[config.mk]
export PLATFORM = sky130hd
export DESIGN_NAME = spi_flash_responder
export DESIGN_NICKNAME = d
export VERILOG_FILES = /design/src/rtl/spi_flash_pkg.sv /design/src/rtl/spi_flash_sync.sv /design/src/rtl/spi_flash_responder.sv
export SDC_FILE = /design/constraint.sdc
export NUM_CORES = 2
export LEC_CHECK = 0
export BUFFER_PORTS_ARGS = -buffer_cell sky130_fd_sc_hd__buf_2
export CAP_MARGIN = 20
export CORE_ASPECT_RATIO = 1.2
export CORE_MARGIN = 2
export CORE_UTILIZATION = 50
export DETAILED_ROUTE_END_ITERATION = 6
export PLACE_DENSITY = 0.73
export SLEW_MARGIN = 40
export SYNTH_ARGS = -nofsm -noshare
export SYNTH_HDL_FRONTEND = slang
export SYNTH_SLANG_ARGS = --single-unit
[constraint.sdc]
create_clock -name clk_i -period 9.6 [get_ports clk_i]
set_input_delay 0.96 -clock clk_i [delete_from_list [all_inputs] [get_ports clk_i]]
set_output_delay 0.96 -clock clk_i [all_outputs]
set_load 0.005 [all_outputs]
[src/rtl/spi_flash_pkg.sv]
// Shared definitions for the SPI flash-like responder: opcodes, FSM states,
// status register layout and small byte-select helpers.
package spi_flash_pkg;

    localparam logic [7:0] OP_READ    = 8'h03;
    localparam logic [7:0] OP_PROGRAM = 8'h02;
    localparam logic [7:0] OP_RDSR    = 8'h05;
    localparam logic [7:0] OP_RDID    = 8'h9F;
    localparam logic [7:0] OP_WREN    = 8'h06;
    localparam logic [7:0] OP_WRDI    = 8'h04;

    localparam int STATUS_BUSY_BIT = 0;
    localparam int STATUS_WEL_BIT  = 1;

    typedef enum logic [2:0] {
        ST_IDLE   = 3'd0,
        ST_CMD    = 3'd1,
        ST_ADDR   = 3'd2,
        ST_RD     = 3'd3,
        ST_WR     = 3'd4,
        ST_RDSR   = 3'd5,
        ST_RDID   = 3'd6,
        ST_IGNORE = 3'd7
    } state_t;

    function automatic logic [7:0] status_byte(input logic wel);
        logic [7:0] s;
        s                  = 8'h00;
        s[STATUS_WEL_BIT]  = wel;
        s[STATUS_BUSY_BIT] = 1'b0;
        return s;
    endfunction

    function automatic logic [7:0] id_byte(input logic [23:0] id, input logic [1:0] idx);
        logic [7:0] b;
        case (idx)
            2'd0:    b = id[23:16];
            2'd1:    b = id[15:8];
            default: b = id[7:0];
        endcase
        return b;
    endfunction

endpackage

[src/rtl/spi_flash_sync.sv]
// Two-flop synchronizers for the SPI pads plus edge strobes derived from the
// synchronized SCK and NSS.
module spi_flash_sync
    import spi_flash_pkg::*;
(
    input  logic clk_i,
    input  logic rst_i,
    input  logic sck_i,
    input  logic nss_i,
    input  logic mosi_i,
    output logic nss_o,
    output logic mosi_o,
    output logic sck_rise_o,
    output logic sck_fall_o,
    output logic nss_fall_o,
    output logic nss_rise_o
);

    logic r_sck_meta, r_sck_sync, r_sck_prev;
    logic r_nss_meta, r_nss_sync, r_nss_prev;
    logic r_mosi_meta, r_mosi_sync;

    // Synchronizer chains; NSS resets to the deselected level
    always_ff @(posedge clk_i) begin
        if (rst_i) begin
            r_sck_meta  <= 1'b0;
            r_sck_sync  <= 1'b0;
            r_sck_prev  <= 1'b0;
            r_nss_meta  <= 1'b1;
            r_nss_sync  <= 1'b1;
            r_nss_prev  <= 1'b1;
            r_mosi_meta <= 1'b0;
            r_mosi_sync <= 1'b0;
        end else begin
            r_sck_meta  <= sck_i;
            r_sck_sync  <= r_sck_meta;
            r_sck_prev  <= r_sck_sync;
            r_nss_meta  <= nss_i;
            r_nss_sync  <= r_nss_meta;
            r_nss_prev  <= r_nss_sync;
            r_mosi_meta <= mosi_i;
            r_mosi_sync <= r_mosi_meta;
        end
    end

    assign nss_o      = r_nss_sync;
    assign mosi_o     = r_mosi_sync;
    assign sck_rise_o = r_sck_sync & ~r_sck_prev;
    assign sck_fall_o = ~r_sck_sync & r_sck_prev;
    assign nss_fall_o = ~r_nss_sync & r_nss_prev;
    assign nss_rise_o = r_nss_sync & ~r_nss_prev;

endmodule

[src/rtl/spi_flash_responder.sv]
// SPI mode-0 flash-like target: READ/PROGRAM/RDSR/RDID/WREN/WRDI over an
// internal byte memory, oversampled in clk_i.
module spi_flash_responder
    import spi_flash_pkg::*;
#(
    parameter int          DEPTH    = 256,
    parameter logic [23:0] JEDEC_ID = 24'hEF4018,
    localparam int         AW       = $clog2(DEPTH)
) (
    input  logic          clk_i,
    input  logic          rst_i,
    input  logic          spi_sck_i,
    input  logic          spi_nss_i,
    input  logic          spi_mosi_i,
    output logic          spi_miso_o,
    output logic          spi_miso_en_o,
    output logic          busy_o,
    output logic          wr_valid_o,
    output logic [AW-1:0] wr_addr_o,
    output logic [7:0]    wr_data_o,
    output logic          cmd_err_o
);

    localparam logic [AW-1:0] ADDR_ONE = AW'(1);

    logic w_nss_s, w_mosi_s, w_sck_rise, w_sck_fall, w_nss_fall, w_nss_rise;

    spi_flash_sync u_sync (
        .clk_i      (clk_i),
        .rst_i      (rst_i),
        .sck_i      (spi_sck_i),
        .nss_i      (spi_nss_i),
        .mosi_i     (spi_mosi_i),
        .nss_o      (w_nss_s),
        .mosi_o     (w_mosi_s),
        .sck_rise_o (w_sck_rise),
        .sck_fall_o (w_sck_fall),
        .nss_fall_o (w_nss_fall),
        .nss_rise_o (w_nss_rise)
    );

    state_t        r_state, w_next_state;
    logic [4:0]    r_bit_cnt;
    logic [2:0]    r_tx_cnt;
    logic [6:0]    r_shift;
    logic [7:0]    r_tx;
    logic [AW-1:0] r_addr;
    logic [1:0]    r_id_idx;
    logic          r_wel, r_is_prog;
    logic          r_miso, r_miso_en;
    logic          r_wr_valid, r_cmd_err;
    logic [AW-1:0] r_wr_addr;
    logic [7:0]    r_wr_data;
    logic [7:0]    r_mem [DEPTH];

    logic [7:0]    w_byte_in;
    logic [AW-1:0] w_addr_shift, w_addr_inc;

    assign w_byte_in    = {r_shift, w_mosi_s};
    assign w_addr_shift = {r_addr[AW-2:0], w_mosi_s};
    assign w_addr_inc   = r_addr + ADDR_ONE;

    // State register
    always_ff @(posedge clk_i) begin
        if (rst_i) begin
            r_state <= ST_IDLE;
        end else begin
            r_state <= w_next_state;
        end
    end

    // Next-state logic; a deselected target always returns to IDLE first
    always_comb begin
        w_next_state = r_state;
        if (w_nss_s) begin
            w_next_state = ST_IDLE;
        end else begin
            case (r_state)
                ST_IDLE: begin
                    if (w_nss_fall) w_next_state = ST_CMD;
                    else            w_next_state = ST_IDLE;
                end
                ST_CMD: begin
                    if (w_sck_rise && r_bit_cnt == 5'd7) begin
                        case (w_byte_in)
                            OP_READ, OP_PROGRAM: w_next_state = ST_ADDR;
                            OP_RDSR:             w_next_state = ST_RDSR;
                            OP_RDID:             w_next_state = ST_RDID;
                            default:             w_next_state = ST_IGNORE;
                        endcase
                    end else begin
                        w_next_state = ST_CMD;
                    end
                end
                ST_ADDR: begin
                    if (w_sck_rise && r_bit_cnt == 5'd23) w_next_state = r_is_prog ? ST_WR : ST_RD;
                    else                                   w_next_state = ST_ADDR;
                end
                default: w_next_state = r_state;
            endcase
        end
    end

    // Transaction datapath: shifters, counters, WEL, memory and output pulses
    always_ff @(posedge clk_i) begin
        if (rst_i) begin
            r_bit_cnt  <= 5'd0;
            r_tx_cnt   <= 3'd0;
            r_shift    <= 7'd0;
            r_tx       <= 8'h00;
            r_addr     <= '0;
            r_id_idx   <= 2'd0;
            r_wel      <= 1'b0;
            r_is_prog  <= 1'b0;
            r_miso     <= 1'b0;
            r_miso_en  <= 1'b0;
            r_wr_valid <= 1'b0;
            r_cmd_err  <= 1'b0;
            r_wr_addr  <= '0;
            r_wr_data  <= 8'h00;
            for (int i = 0; i < DEPTH; i++) r_mem[i] <= 8'h00;
        end else begin
            r_wr_valid <= 1'b0;
            r_cmd_err  <= 1'b0;
            if (w_nss_s) begin
                // End of a PROGRAM (finished or aborted) always drops WEL
                if (w_nss_rise && r_is_prog) r_wel <= 1'b0;
                r_is_prog <= 1'b0;
                r_miso    <= 1'b0;
                r_miso_en <= 1'b0;
                r_bit_cnt <= 5'd0;
                r_tx_cnt  <= 3'd0;
            end else begin
                case (r_state)
                    ST_IDLE: begin
                        r_bit_cnt <= 5'd0;
                        r_tx_cnt  <= 3'd0;
                    end
                    ST_CMD: begin
                        if (w_sck_rise) begin
                            r_shift <= w_byte_in[6:0];
                            if (r_bit_cnt == 5'd7) begin
                                r_bit_cnt <= 5'd0;
                                r_tx_cnt  <= 3'd0;
                                case (w_byte_in)
                                    OP_READ:    r_is_prog <= 1'b0;
                                    OP_PROGRAM: r_is_prog <= 1'b1;
                                    OP_RDSR:    r_tx      <= status_byte(r_wel);
                                    OP_RDID: begin
                                        r_tx     <= id_byte(JEDEC_ID, 2'd0);
                                        r_id_idx <= 2'd1;
                                    end
                                    OP_WREN:    r_wel     <= 1'b1;
                                    OP_WRDI:    r_wel     <= 1'b0;
                                    default:    r_cmd_err <= 1'b1;
                                endcase
                            end else begin
                                r_bit_cnt <= r_bit_cnt + 5'd1;
                            end
                        end
                    end
                    ST_ADDR: begin
                        if (w_sck_rise) begin
                            r_addr <= w_addr_shift;
                            if (r_bit_cnt == 5'd23) begin
                                r_bit_cnt <= 5'd0;
                                r_tx_cnt  <= 3'd0;
                                if (!r_is_prog) r_tx <= r_mem[w_addr_shift];
                            end else begin
                                r_bit_cnt <= r_bit_cnt + 5'd1;
                            end
                        end
                    end
                    ST_RD, ST_RDSR, ST_RDID: begin
                        if (w_sck_fall) begin
                            r_miso_en <= 1'b1;
                            r_miso    <= r_tx[7];
                            r_tx      <= {r_tx[6:0], 1'b0};
                            if (r_tx_cnt == 3'd7) begin
                                r_tx_cnt <= 3'd0;
                                case (r_state)
                                    ST_RD: begin
                                        r_addr <= w_addr_inc;
                                        r_tx   <= r_mem[w_addr_inc];
                                    end
                                    ST_RDSR: r_tx <= status_byte(r_wel);
                                    default: begin
                                        r_tx     <= id_byte(JEDEC_ID, r_id_idx);
                                        r_id_idx <= (r_id_idx == 2'd2) ? 2'd0 : r_id_idx + 2'd1;
                                    end
                                endcase
                            end else begin
                                r_tx_cnt <= r_tx_cnt + 3'd1;
                            end
                        end
                    end
                    ST_WR: begin
                        if (w_sck_rise) begin
                            r_shift <= w_byte_in[6:0];
                            if (r_bit_cnt == 5'd7) begin
                                r_bit_cnt <= 5'd0;
                                if (r_wel) begin
                                    r_mem[r_addr] <= w_byte_in;
                                    r_wr_valid    <= 1'b1;
                                    r_wr_addr     <= r_addr;
                                    r_wr_data     <= w_byte_in;
                                    r_addr        <= w_addr_inc;
                                end
                            end else begin
                                r_bit_cnt <= r_bit_cnt + 5'd1;
                            end
                        end
                    end
                    default: begin
                        r_miso_en <= 1'b0;
                    end
                endcase
            end
        end
    end

    // Gate with synced NSS so MISO releases in the same cycle deselect is seen
    assign spi_miso_o    = r_miso & ~w_nss_s;
    assign spi_miso_en_o = r_miso_en & ~w_nss_s;
    assign busy_o        = ~w_nss_s;
    assign wr_valid_o    = r_wr_valid;
    assign wr_addr_o     = r_wr_addr;
    assign wr_data_o     = r_wr_data;
    assign cmd_err_o     = r_cmd_err;

endmodule
; ---- Yosys cells after proc, flatten, opt, wreduce, memory -nomap -nowiden
; Memories as Yosys holds them, arrays and structs flattened.
; Cells that the tools add are included.
[op_classes]
n_bitwise = 14
n_reduce_logical = 36
n_eq_ne = 33
n_addsub = 4
mux = 67
[op_table]
columns = cell, count
row1 = $mux W8, 16
row2 = $pmux W8 S2, 3
row3 = $pmux W8 S3, 2
row4 = $mux W3, 9
row5 = $eq A8 B3 Y1 const B, 3
row6 = $ne A2 B2 Y1 const B, 12
row7 = $mux W5, 4
row8 = $mux W1, 18
row9 = $pmux W3 S3, 2
row10 = $reduce_and A9 Y1, 2
row11 = $eq A8 B2 Y1 const B, 2
row12 = $pmux W5 S3, 1
row13 = $reduce_bool A3 Y1, 5
row14 = $mux W2, 7
row15 = $eq A3 B3 Y1 const B, 4
row16 = $pmux W3 S4, 1
row17 = $reduce_and A5 Y1, 2
row18 = $reduce_bool A2 Y1, 5
row19 = $add A8 B1 Y8 const B, 1
row20 = $eq A8 B8 Y1 const B, 1
row21 = $not A1 Y1, 8
row22 = $reduce_and A8 Y1, 1
row23 = $reduce_or A2 Y1, 4
row24 = $reduce_or A8 Y1, 1
row25 = other kinds (26), 40
[word_totals]
ram_bits = 2048
output_inout_bits = 21
in_bits = 5
mem_count = 1
reg_bits = 66
[memory_table]
columns = name, depth, width, rd, rd_clocked_by_memory_dff, wr, line_no
row1 = r_mem, 256, 8, 2, 0, 256, spi_flash_responder.sv:54  ; logic [7:0] r_mem [DEPTH];

; ---- Longest topological paths before layout
[depth]
ltp_word = 9
mapped_depth = 19
ltp_nobuf = 10

; ---- Modules after synthesis
; From an unflattened synthesis, not the netlist that was laid out.
[unflattened]
cells_unflattened = 8486
area_unflattened_um2 = 116561.8
[by_module_without_submodules]
columns = module, cells_each, seq_area_each_um2, n_inst, area_per_inst_um2
row1 = spi_flash_responder, 8466, 62660.1, 1, 116326.6
row2 = spi_flash_sync, 20, 160.2, 1, 235.2

; ---- Worst setup path after synthesis
; No wires, ideal clock.
[synth_path]
path_kind = reg2reg
from = reg r_addr[1]
to = reg r_tx[3]
stages_incl_launch_ff = 18
path_buffers = 9
arrival_time_ns = 4.116
setup_ns = 0.132
synth_period_minus_slack_ns = 4.247
slack_ns = 5.353
path_cell_list = dfxtp_1 > buf_2 > buf_2 > inv_2 > buf_2 > buf_2 > buf_1 > ha_1 > buf_2 > buf_2 > buf_2 > clkbuf_1 > mux4_2 > mux4_2 > a32oi_1 > o211ai_1 > a31oi_1 > o21ai_0
[synth_via]
elab_chain_len = 6
elab_cells_between_ends = 9
cone_classes = add/sub (1) / mux (7) / memory (1)
[synth_rtl]
columns = element, line_no
row1 = start: declaration, spi_flash_responder.sv:47  ; logic [AW-1:0] r_addr;
row2 = start signal: assignment, spi_flash_responder.sv:164  ; r_addr <= w_addr_shift;
row3 = start signal: assignment, spi_flash_responder.sv:183  ; r_addr <= w_addr_inc;
row4 = start signal: assignment, spi_flash_responder.sv:207  ; r_addr <= w_addr_inc;
row5 = $add A8 B1 Y8, spi_flash_responder.sv:61  ; assign w_addr_inc = r_addr + ADDR_ONE;
row6 = $mem_v2 Z256 W8 *, n/a
row7 = $pmux W8 S2, spi_flash_responder.sv:181  ; case (r_state)
row8 = $mux W8, spi_flash_responder.sv:179  ; if (r_tx_cnt == 3'd7) begin
row9 = $mux W8, spi_flash_responder.sv:175  ; if (w_sck_fall) begin
row10 = $pmux W8 S3 *, spi_flash_responder.sv:134  ; case (r_state)
row11 = end signal: assignment, spi_flash_responder.sv:178  ; r_tx <= {r_tx[6:0], 1'b0};
row12 = end signal: assignment, spi_flash_responder.sv:184  ; r_tx <= r_mem[w_addr_inc];
row13 = end signal: assignment, spi_flash_responder.sv:186  ; ST_RDSR: r_tx <= status_byte(r_wel);
row14 = end: declaration, spi_flash_responder.sv:46  ; logic [7:0] r_tx;
; Mark *: on every way between the ends. The rest lies on a longest branch, timed or not. The select of a mux whose other input is x is not followed.
; A chain may end at the register's enable or synchronous reset.

; ---- Worst setup path in the final report
[layout_path]
from = reg r_addr[1]
to = reg r_tx[0]
; The elaborated chain is that of the path after synthesis.

==> impl_metrics.toml <==
[clock_tree]
cts_post_setup_buffers_inserted = 0
hold_buffers = 0
cts_resized = 0
clk_path_buf_depth = 4
cts_sinks = 2114
cts-root-buf = "clkbuf_16"
clk_latency_ps = 910
numCtsBuffers = 215
cts_tree = "done"
clk_pin_slew_ps = 70
htreeDepth = 4

[worst_hold_path]
hold_path.class = "in2reg"

[synth]
synthDistinctLibCells = 88
syn_inst = 7742
synthDominantCellAreaShare_pct = 53.27
async_flop_share_pct = 0
ys_warn_count = 0
synth-compound-area-share_pct = 3.115
synth-main-ff-cell = "edfxtp_1"
synth_fa_ha_area_share_pct = 0.08453
yosys.area_share.simple_pct = 16.14
ys_seq_area_share_pct = 54.41
avgSynthCellArea_um2 = 14.91
synth_top_area_cell = "edfxtp_1"
ys_top_cells_by_area = "edfxtp_1 (53%), mux4_2 (21%), and2_1 (11%), mux2i_1 (1.6%), clkbuf_1 (1.3%)"
synth_top_family_by_area = "multiplexers"
synthMuxAreaShare_pct = 23.27
synth-edff-count = 2048
syn_area_mm2 = 0.1155
synth_xor_area_share_pct = 0.08995
synth-seq-cells = 2114
synth_nets = 7754

[grt]
grt_max_degree = 160
grt-ovfl-total = 0
track_usage_pct = 33.43
grt_antenna_before_repair = 23
grt_pass1_wl_um = 557100
first_global_vias = 72890

[sta]
setup_viol = 0
post-route-min-period_ps = 5682
hold_viol_final = 0
rsz0062_at_grt = "false"
final.setup.worst_slack_ps = 3918
fmax_ghz = 0.1760
setup_tns_ps = 0
skew_ps = 57.06
finalMaxSlewViolations = 0
max-slew-margin-rel_pct = 32.94
timing.final.crit_share_pct = 59.19
worst_slew_pin_slew_ps = 1005

[placed_design]
dp_hpwl_um = 262500
portBuffers = 25
routabilityCongestion = 1.006
post_dp_cell_area_mm2 = 0.1181
pre_cts_slack_ps = 3916

[critical_path]
r2r-end = "r_tx[0]$_SDFFE_PP0P_"
r2r_slack_ps = 3920
path_class = "reg2reg"
cp.required_ps = 10340
critPathMaxFanout = 84
cp-end-kind = "register"
start_kind = "register"
reg2reg_depth = 10
setup.worst_path.start = "r_addr[1]$_SDFFE_PP0P_"
cp-endpoint = "r_tx[0]$_SDFFE_PP0P_"
reg2reg_from = "r_addr[1]$_SDFFE_PP0P_"
arrival_ps = 6430

[floorplanning]
ios = 26
dieWidth_um = 442.7
die_y_um = 530.4
rows = 193
start_util_pct = 50.22
die_area_mm2 = 0.2348
core_mm2 = 0.2299

[drt]
drt_first_pass_iters = 6
avgRoutedWirePerCell_um = 37.24
finalWirelength_um = 397300
postRouteAntennaNets = 0
first_iter_violations = 12010
remaining_drc_errors = 0
vias_per_cell = 7.071
vias = 75430

[finish]
final_area_mm2 = 0.1253
fin_nets = 7474
final_layout_size_suffix_gt1_share_pct = 27.56
syn_to_final_growth_pct = 8.538

[power_and_ir_drop]
leakage_nw = 42.37
power.density_mw_per_mm2 = 159.2
vdd_ir_drop_max_mv = 0.1420

[status]
status = "complete, no violations"

[flow_run]
drv_cap = 0
## kinds of logic (layout without fill, tap and decap cells)
kind of cell    Yosys count  after routing
simple gates           3094           3094
flops                  2114           2114
mux                    1305           1305
buf+inv                 700            590
compound gates          510            510
xor+xnor                 11             11
fa+ha+maj                 8              8
other cells               0             13
## registers in the layout (all words and copies together), names as in the netlist, 2 cells and up
signal	flops
r_id_idx	2
wr_addr_o	8
r_shift	7
wr_data_o	8
r_mem	2048
r_bit_cnt	5
r_tx_cnt	3
r_addr	8
r_state	3
r_tx	8
## worst max-delay path, cell delays in order (launching register included)
cell and delay [ps]:
dfxtp_4 790, inv_4 310, ha_4 760, buf_12 490, buf_4 460, mux4_2 360
mux4_2 510, a22oi_1 590, nor2_1 220, nor4_1 640, a311oi_1 170
## cells in the mapped netlist, types with 8 or more instances
master and n:
a211oi_1 10, a21oi_1 85, a221oi_1 35, a22o_1 21
a22oi_1 130, a311oi_1 13, a31oi_1 26, and2_1 2056
and3_1 8, buf_1 34, buf_2 132, buf_4 78
buf_6 31, clkbuf_1 415, dfxtp_1 66, edfxtp_1 2048
mux2_2 16, mux2i_1 187, mux4_2 1102, nand2_1 171
nand2b_1 14, nand3_1 80, nand4_1 21, nor2_1 225
nor2_2 102, nor2_4 21, nor2_8 10, nor2b_1 23
nor3_1 28, nor3_2 14, nor3b_1 11, nor4_1 8
o2111ai_1 10, o211ai_1 21, o21ai_0 57, o22ai_1 27
or2_1 31, or2_2 233
## per-layer routing
layer,vias up,wire [µm],share of wire [%],global-route usage (%)
li1,29230,-,-,-
met1,38820,134100,34,42.26
met2,6023,178500,45,50.57
met3,1337,52780,13,9.676
met4,20,31800,8.0,21.96
met5,-,146,0.037,0
## metrics by stage
stage / hold WS [ps] / instances / utilization (%) / power, W
6_report: 254.4 / 10670 / 54.51 / 0.01995
2_1_floorplan: 389.5 / 7742 / - / 0.01117
3_5_place_dp: 420.6 / 10260 / 51.38 / 0.01153
5_1_grt: 255.2 / 10660 / 54.50 / 0.02030
4_1_cts: 231.8 / 10650 / 54.41 / 0.01991
3_3_place_gp: 401.6 / 10250 / 51.24 / 0.01150
## power by group
| part | internal (W) | switching, W |
|---|---|---|
| clock network | 0.00480 | 0.00377 |
| registers | 0.0104 | 0.000174 |
| logic | 0.000324 | 0.000504 |
| total | 0.0155 | 0.00445 |
## layout make-up
cell class / instances / area (µm²)
antenna: 13 / 32.53
fill: 17950 / 104600
clock inverter: 134 / 1381
tap: 3022 / 3781
multi-input combinational: 4928 / 49780
inverter: 9 / 36.28
timing repair buffer: 194 / 1863
sequential: 2114 / 62870
clock buffer: 253 / 5575
## worst min path at each step
stage                                       from  slack (ps)                            to  cells past startpoint
floorplan           u_sync.r_nss_meta$_SDFF_PP1_         390       u_sync.nss_o$_SDFF_PP1_                      1
global placement    u_sync.r_nss_meta$_SDFF_PP1_         400       u_sync.nss_o$_SDFF_PP1_                      1
detailed placement  u_sync.r_nss_meta$_SDFF_PP1_         420       u_sync.nss_o$_SDFF_PP1_                      1
CTS                                    spi_nss_i         230  u_sync.r_nss_meta$_SDFF_PP1_                      2
global route                           spi_nss_i         260  u_sync.r_nss_meta$_SDFF_PP1_                      2
finish                                 spi_nss_i         250  u_sync.r_nss_meta$_SDFF_PP1_                      2
## cells in the final DEF, fill, tap and decap left out, types with 22 or more instances in the layout
| master | netlist | routed |
|---|---|---|
| nand2_1 | 171 | 157 |
| edfxtp_1 | 2048 | 2048 |
| clkbuf_16 | 0 | 217 |
| a31oi_1 | 26 | 26 |
| buf_2 | 132 | 26 |
| a22oi_1 | 130 | 130 |
| dfxtp_1 | 66 | 52 |
| mux2i_1 | 187 | 187 |
| clkbuf_1 | 415 | 35 |
| mux4_2 | 1102 | 1102 |
| a21oi_1 | 85 | 84 |
| a221oi_1 | 35 | 35 |
| bufinv_16 | 0 | 24 |
| nor3_1 | 28 | 22 |
| clkinv_2 | 0 | 49 |
| o22ai_1 | 27 | 27 |
| or2_1 | 31 | 31 |
| and2_1 | 2056 | 2056 |
| o21ai_0 | 57 | 53 |
| clkinv_1 | 1 | 39 |
| buf_4 | 78 | 124 |
| nand3_1 | 80 | 71 |
| nor2_1 | 225 | 216 |
| nor2_2 | 102 | 107 |
| nor2_4 | 21 | 25 |
| or2_2 | 233 | 232 |
| buf_12 | 1 | 23 |
Note: power is estimated with default switching activity, not from simulation.
